<file path="src/rtl/uart_rx_deserializer.sv">
// uart_rx_deserializer
// Receive front end of the AHB UART. Synchronises RX, finds the start bit on
// a 16x (OVERSAMPLE) baud tick, shifts in DATA_WIDTH data bits LSB first plus
// one parity bit, checks the stop bit, and hands {parity, data} downstream
// with a one-cycle rx_done strobe and a coincident framing-error strobe.
module uart_rx_deserializer #(
  parameter int DATA_WIDTH = 8,
  parameter int OVERSAMPLE = 16
) (
  input  logic                  HCLK,
  input  logic                  HRESET,
  input  logic                  baud_tick,
  input  logic                  RX,
  output logic [DATA_WIDTH:0]   data_in_parity,
  output logic                  rx_done,
  output logic                  FRAMEERR,
  output logic                  rx_busy
);

  localparam int TICK_W = (OVERSAMPLE > 2) ? $clog2(OVERSAMPLE) : 1;
  localparam int BIT_W  = $clog2(DATA_WIDTH + 1);

  // Tick indices at which the line is sampled: mid start bit, end of each
  // full bit period (which lands mid-bit because START consumed half a bit).
  localparam logic [TICK_W-1:0] HALF_LAST = TICK_W'(OVERSAMPLE / 2 - 1);
  localparam logic [TICK_W-1:0] FULL_LAST = TICK_W'(OVERSAMPLE - 1);
  localparam logic [BIT_W-1:0]  LAST_BIT  = BIT_W'(DATA_WIDTH - 1);

  typedef enum logic [2:0] {
    IDLE,
    START,
    DATA,
    PARITY,
    STOP,
    WAIT_HIGH
  } state_t;

  state_t                  state_q, state_d;
  logic                    rx_meta_q, rx_meta_d;
  logic                    rx_s_q, rx_s_d;
  logic [TICK_W-1:0]       tick_cnt_q, tick_cnt_d;
  logic [BIT_W-1:0]        bit_cnt_q, bit_cnt_d;
  logic [DATA_WIDTH-1:0]   shift_q, shift_d;
  logic                    parity_q, parity_d;
  logic [DATA_WIDTH:0]     dip_q, dip_d;
  logic                    rx_done_q, rx_done_d;
  logic                    frameerr_q, frameerr_d;

  logic                    half_hit;
  logic                    full_hit;
  logic [DATA_WIDTH:0]     shift_ext;

  // Two-flop synchroniser inputs for the asynchronous RX line.
  always_comb begin
    rx_meta_d = RX;
    rx_s_d    = rx_meta_q;
  end

  // Next-state, counters, shift register and registered output strobes.
  always_comb begin
    state_d    = state_q;
    tick_cnt_d = tick_cnt_q;
    bit_cnt_d  = bit_cnt_q;
    shift_d    = shift_q;
    parity_d   = parity_q;
    dip_d      = dip_q;
    rx_done_d  = 1'b0;
    frameerr_d = 1'b0;

    half_hit  = baud_tick && (tick_cnt_q == HALF_LAST);
    full_hit  = baud_tick && (tick_cnt_q == FULL_LAST);
    // Right shift with the new bit entering at the MSB, so the first bit
    // received ends up at bit 0 after DATA_WIDTH shifts.
    shift_ext = {rx_s_q, shift_q};

    // Timed states count ticks; IDLE and WAIT_HIGH keep the counter at zero.
    if (baud_tick && (state_q != IDLE) && (state_q != WAIT_HIGH)) begin
      tick_cnt_d = tick_cnt_q + TICK_W'(1);
    end

    case (state_q)
      IDLE: begin
        if (!rx_s_q) begin
          state_d = START;
        end
      end
      START: begin
        if (half_hit) begin
          if (!rx_s_q) begin
            state_d   = DATA;
            bit_cnt_d = '0;
          end else begin
            state_d = IDLE;
          end
        end
      end
      DATA: begin
        if (full_hit) begin
          shift_d    = shift_ext[DATA_WIDTH:1];
          bit_cnt_d  = bit_cnt_q + BIT_W'(1);
          tick_cnt_d = '0;
          if (bit_cnt_q == LAST_BIT) begin
            state_d = PARITY;
          end
        end
      end
      PARITY: begin
        if (full_hit) begin
          parity_d = rx_s_q;
          state_d  = STOP;
        end
      end
      STOP: begin
        if (full_hit) begin
          dip_d      = {parity_q, shift_q};
          rx_done_d  = 1'b1;
          frameerr_d = !rx_s_q;
          // A low stop bit may be a break; wait for the line to recover so a
          // held-low line does not look like a stream of start bits.
          state_d    = rx_s_q ? IDLE : WAIT_HIGH;
        end
      end
      WAIT_HIGH: begin
        if (rx_s_q) begin
          state_d = IDLE;
        end
      end
      default: begin
        state_d = IDLE;
      end
    endcase

    // Every state change restarts the bit-timing count.
    if (state_d != state_q) begin
      tick_cnt_d = '0;
    end
  end

  // State and datapath registers; reset aborts any frame in progress.
  always_ff @(posedge HCLK or posedge HRESET) begin
    if (HRESET) begin
      state_q    <= IDLE;
      rx_meta_q  <= 1'b1;
      rx_s_q     <= 1'b1;
      tick_cnt_q <= '0;
      bit_cnt_q  <= '0;
      shift_q    <= '0;
      parity_q   <= 1'b0;
      dip_q      <= '0;
      rx_done_q  <= 1'b0;
      frameerr_q <= 1'b0;
    end else begin
      state_q    <= state_d;
      rx_meta_q  <= rx_meta_d;
      rx_s_q     <= rx_s_d;
      tick_cnt_q <= tick_cnt_d;
      bit_cnt_q  <= bit_cnt_d;
      shift_q    <= shift_d;
      parity_q   <= parity_d;
      dip_q      <= dip_d;
      rx_done_q  <= rx_done_d;
      frameerr_q <= frameerr_d;
    end
  end

  assign data_in_parity = dip_q;
  assign rx_done        = rx_done_q;
  assign FRAMEERR       = frameerr_q;
  assign rx_busy        = (state_q != IDLE);

endmodule

</file>
<file path="config.mk">
export PLATFORM = sky130hd
export DESIGN_NAME = uart_rx_deserializer
export DESIGN_NICKNAME = d
export VERILOG_FILES = /design/src/rtl/uart_rx_deserializer.sv
export SDC_FILE = /design/constraint.sdc
export NUM_CORES = 1
export LEC_CHECK = 0
export ABC_CLOCK_PERIOD_IN_PS = 2600
export BUFFER_PORTS_ARGS = -buffer_cell sky130_fd_sc_hd__buf_2
export CAP_MARGIN = 20
export CELL_PAD_IN_SITES_DETAIL_PLACEMENT = 2
export CELL_PAD_IN_SITES_GLOBAL_PLACEMENT = 2
export CORE_UTILIZATION = 37
export CTS_BUF_LIST = sky130_fd_sc_hd__clkbuf_16
export CTS_CLUSTER_DIAMETER = 40
export CTS_CLUSTER_SIZE = 30
export DETAILED_ROUTE_END_ITERATION = 10
export PLACE_DENSITY_LB_ADDON = 0.08
export SKIP_CTS_REPAIR_TIMING = 1
export SYNTH_ARGS = -nofsm -noshare
export SYNTH_HDL_FRONTEND = slang
export SYNTH_SLANG_ARGS = --single-unit
</file>
<file path="constraint.sdc">
create_clock -name HCLK -period 2.6 [get_ports HCLK]
set_clock_uncertainty 0.15 [all_clocks]
set_input_delay 0.39 -clock HCLK [delete_from_list [all_inputs] [get_ports HCLK]]
set_output_delay 0.39 -clock HCLK [all_outputs]
set_load 0.005 [all_outputs]
</file>
# Word-level counts from Yosys, hierarchy flattened
# Index checks and enable logic that the tools add are counted.
# totals
reg_bits	33
latchBits	0
mem_bits_rw	0
romBits	0
input_bits	4
output_inout_bits	12
wordCells	59
n_memories	0
# classes
n_addsub	2
n_mul	0
div_mod_pow	0
n_lt_le_gt_ge	0
n_eq_ne	13
n_shift	0
n_mux	22
n_bitwise	0
reduce_logical	12
# op_table
cell	n
$mux W4	7
$mux W3	8
$pmux W3 S6	1
$add A4 B1 Y4 const B	2
$eq A4 B3 Y1 const B	2
$pmux W4 S2	1
$eq A3 B2 Y1 const B	2
$eq A3 B3 Y1 const B	2
$ne A2 B2 Y1 const B	3
$reduce_and A2 Y1	3
$eq A4 B4 Y1 const B	1
$logic_and A1 B1 Y1	4
$mux W1	4
$reduce_and A4 Y1	1
$eq A3 B1 Y1 const B	1
$logic_not A3 Y1	1
$ne A3 B3 Y1	1
$ne A3 B3 Y1 const B	1
$reduce_bool A3 Y1	1
$mux W2	1
$reduce_bool A2 Y1	1
$logic_not A1 Y1	1

# Logic depth before layout (Yosys ltp)
# logic_depth
word_depth	7
ltp_mapped	6
mapped_depth_nobuf	6

# Worst setup path before layout
# OpenSTA, ideal clock, no wires.
# synth_path
path_kind	register -> register
from	register tick_cnt_q[0]
to	register tick_cnt_q[3]
setup_time_ps	135
arrival_ps	1544
t_required_ps	2315
path_slack_ps	770
path_stages_with_launch	7
path_buffers	0
period_less_slack_ps	1830
cell_sequence	dfrtp_1 -> ha_1 -> nand4_2 -> nand2_2 -> a221oi_4 -> mux2i_1 -> nor3_1
# synth_via
elab_chain_cells	6
elab_cells_between_ends	15
classes_between	1 x add/sub; 3 x eq/ne; 9 x mux; 2 x reduce/logical
# synth_rtl
item	line	rtl
start, declared	41	logic [TICK_W-1:0] tick_cnt_q, tick_cnt_d;
start signal, assigned	156	tick_cnt_q <= tick_cnt_d;
$eq A4 B4 Y1 or $eq A4 B3 Y1 (tied branches)	71, 70	
$logic_and A1 B1 Y1 (on tied branches)	71, 70	
$mux W3 (on tied branches)	n/a	
$pmux W3 S6	81	case (state_q)
$ne A3 B3 Y1	134	if (state_d != state_q) begin
$mux W4 (*)	134	
via tick_cnt_d[3]	41	
# Mark *: on every way through the listed nets, which the timed path passes. The rest lies on a longest branch.
# A chain may end at the register's enable or synchronous reset.

# Final worst setup path
# Same ends and word-level chain as after synthesis.

==> qor.yml <==
core-area_mm2: 0.003799
grt_pass1_wl_um: 6237
gp_congestion: 0.7193
post-route-period-util: 0.8056
cts.sinks: 33
routed_wl_um: 3642
path_class: "register to register"
post_drt_via_cell_ratio: 5.261
vdd_drop_max_mv: 0.4138
hp-class: "input pin to async pin"
drt_iter0_markers: 33
leakage_nw: 0.9242
cts.htree.levels: 2
cts_tree: "done"
dieArea_mm2: 0.004386
maxCapViolCount: 0
status: "complete, no violations"
cts_buffer_depth: 2
syn_inst: 142
dpl.hpwl_um: 2529
final_antenna_net_count: 0
clkTransAtPathRegs_ps: 50
rows: 22
detailed_place.area_mm2: 0.001658
die_x_um: 66.23
finalCriticalPeriod_ps: 2095
final_hold_viol_count: 0
wl_met2_um: 1875
start_util: 0.4018
dp_slack_ps: 537.6
layout_setup_ws_ps: 505.4
diodes: 0
cts_root_buf: "clkbuf_16"
timing.hold.ws_ps: 55.10
cellPowerDensity_mw_per_mm2: 821.0
io_pins: 16
final_util: 0.4723
drv_slew: 0
grt_pass1_vias: 1224
cp_data_arrival_time_ps: 2090
m1WireLength_um: 1641
synth_area_mm2: 0.001526
cp-end-kind: "register"
vias: 1110
rsz0062_at_grt: "false"
fmax_mhz: 477.4
ys_seq_elements: 33
highest_layer: "met4"
max_slew_margin: 0.6500
path_max_fanout: 6
portBuffers: 15
layout-drive-gt1-share: 0.2270
cp.required_ps: 2590
synthToLayoutAreaGrowth_pct: 17.54
numCtsBuffers: 5
setup_viol: 0
route.detailed.drc: 0
wire_per_inst_um: 17.26
worst-slew-pin-transition_ps: 525.0
dr.pass1.iters: 2
fin_area_mm2: 0.001794
syn_avg_cell_area_um2: 10.75
die_h_um: 66.23
synth_fp_nets: 148
nNetsFinal: 168
synthDistinctLibCells: 38
synth_warnings: 0
fin_setup_tns_ps: 0
antenna_found_initial: 0
wl_met3_um: 85
grt_max_degree: 34
critPathLaunchType: "register"
ys_seq_area_frac: 0.5426
track_usage: 0.2007
clock_latency_ps: 280
grt_remaining_overflow: 0
==> where the power goes <==
part           internal, mW  switching, mW
Clock                 0.344          0.204
Sequential            0.563          0.100
Combinational         0.110          0.152
Total                  1.02          0.457
==> final timing paths <==
kind	start	endpoint	slack (ps)	depth (start not counted)
max in group asynchronous	HRESET	rx_s_q	1910	3
hold reg to reg	rx_meta_q	rx_s_q	210	0
setup reg to reg	tick_cnt_q[0]	tick_cnt_q[3]	510	6
hold / removal	HRESET	bit_cnt_q[0]	60	3
setup / recovery	tick_cnt_q[0]	tick_cnt_q[3]	510	6
min in group HCLK	RX	rx_meta_q	70	1
==> synth_stat cells, drive strengths merged <==
library cell	count	area share
xnor2	1	0.0057
a221oi	1	0.017
o41ai	1	0.0057
xor2	5	0.029
or3	3	0.012
mux2	10	0.074
nand2b	4	0.016
nor4b	1	0.0098
dfstp	2	0.034
a21oi	5	0.019
and3	1	0.0049
a21o	1	0.0049
or2	1	0.0041
o21ai	5	0.016
inv	2	0.0049
nand2	36	0.090
and4	1	0.0057
nand4b	2	0.011
buf	5	0.020
o21a	1	0.0049
mux2i	2	0.013
nand3	2	0.0066
ha	2	0.016
nor2	5	0.014
clkbuf	2	0.0074
dfrtp	31	0.51
nor3	6	0.023
nand4	3	0.016
nand3b	1	0.0049
==> registers in the layout (all words and copies together) (netlist names), 3 cells and up <==
| name | cells |
|---|---|
| data_in_parity | 9 |
| shift_q | 8 |
| state_q | 3 |
| tick_cnt_q | 4 |
| bit_cnt_q | 4 |
==> layer usage <==
| layer | track usage | vias to the layer above |
|---|---|---|
| met5 | 0 | - |
| met4 | 0.07979 | 0 |
| met3 | 0.05690 | 4 |
| met2 | 0.3444 | 14 |
| met1 | 0.2340 | 570 |
| li1 | - | 522 |
==> cells by family after synthesis <==
kind of cell               after synthesis  synth area share
DFF                                     33            0.5426
buffers and inverters                    9           0.03196
muxes                                   12           0.08689
and+or+nand+nor                         66            0.2197
AOI/OAI and AO/OA                       14           0.06804
adders and majority gates                2           0.01639
xor gates and xnor gates                 6           0.03443
==> worst max-delay path: stages, from the launching register on <==
cell,delay (ps)
dfrtp_1,400
ha_1,280
nand4_2,190
nand2_2,90
a221oi_4,360
mux2i_1,380
nor3_1,110
==> through the flow <==
stage          cells  power (mW)
2_1_floorplan    142      0.8649
3_3_place_gp     203      0.9102
3_5_place_dp     203      0.9301
4_1_cts          211       1.496
5_1_grt          211       1.550
6_report         211       1.473
==> cell usage in the layout (no fill, tap or decap), types with 2 or more instances in the layout <==
cell type  synthesis  routed
dfstp_2            2       2
clkbuf_16          0       5
nand4b_1           2       2
mux2i_1            2       2
dfrtp_1           31      31
nand2_1           35      35
nand4_1            2       2
nand3_1            2       2
xor2_1             5       5
a21oi_1            4       4
buf_2              3      15
o21ai_0            4       4
mux2_1             9       9
ha_1               2       2
nor2_1             4       4
buf_4              2       5
nor3_1             5       5
inv_1              2       4
or3_1              3       3
nand2b_1           4       4
==> area by class of cell <==
| type | instances | area, µm² |
|---|---|---|
| Inverter | 2 | 7.507 |
| Fill cell | 412 | 2004 |
| Timing Repair Buffer | 20 | 112.6 |
| Clock buffer | 5 | 125.1 |
| Clock inverter | 3 | 11.26 |
| Multi-Input combinational cell | 100 | 649.4 |
| Tap cell | 48 | 60.06 |
| Sequential cell | 33 | 828.3 |
Power figures use the tool's default switching activity.
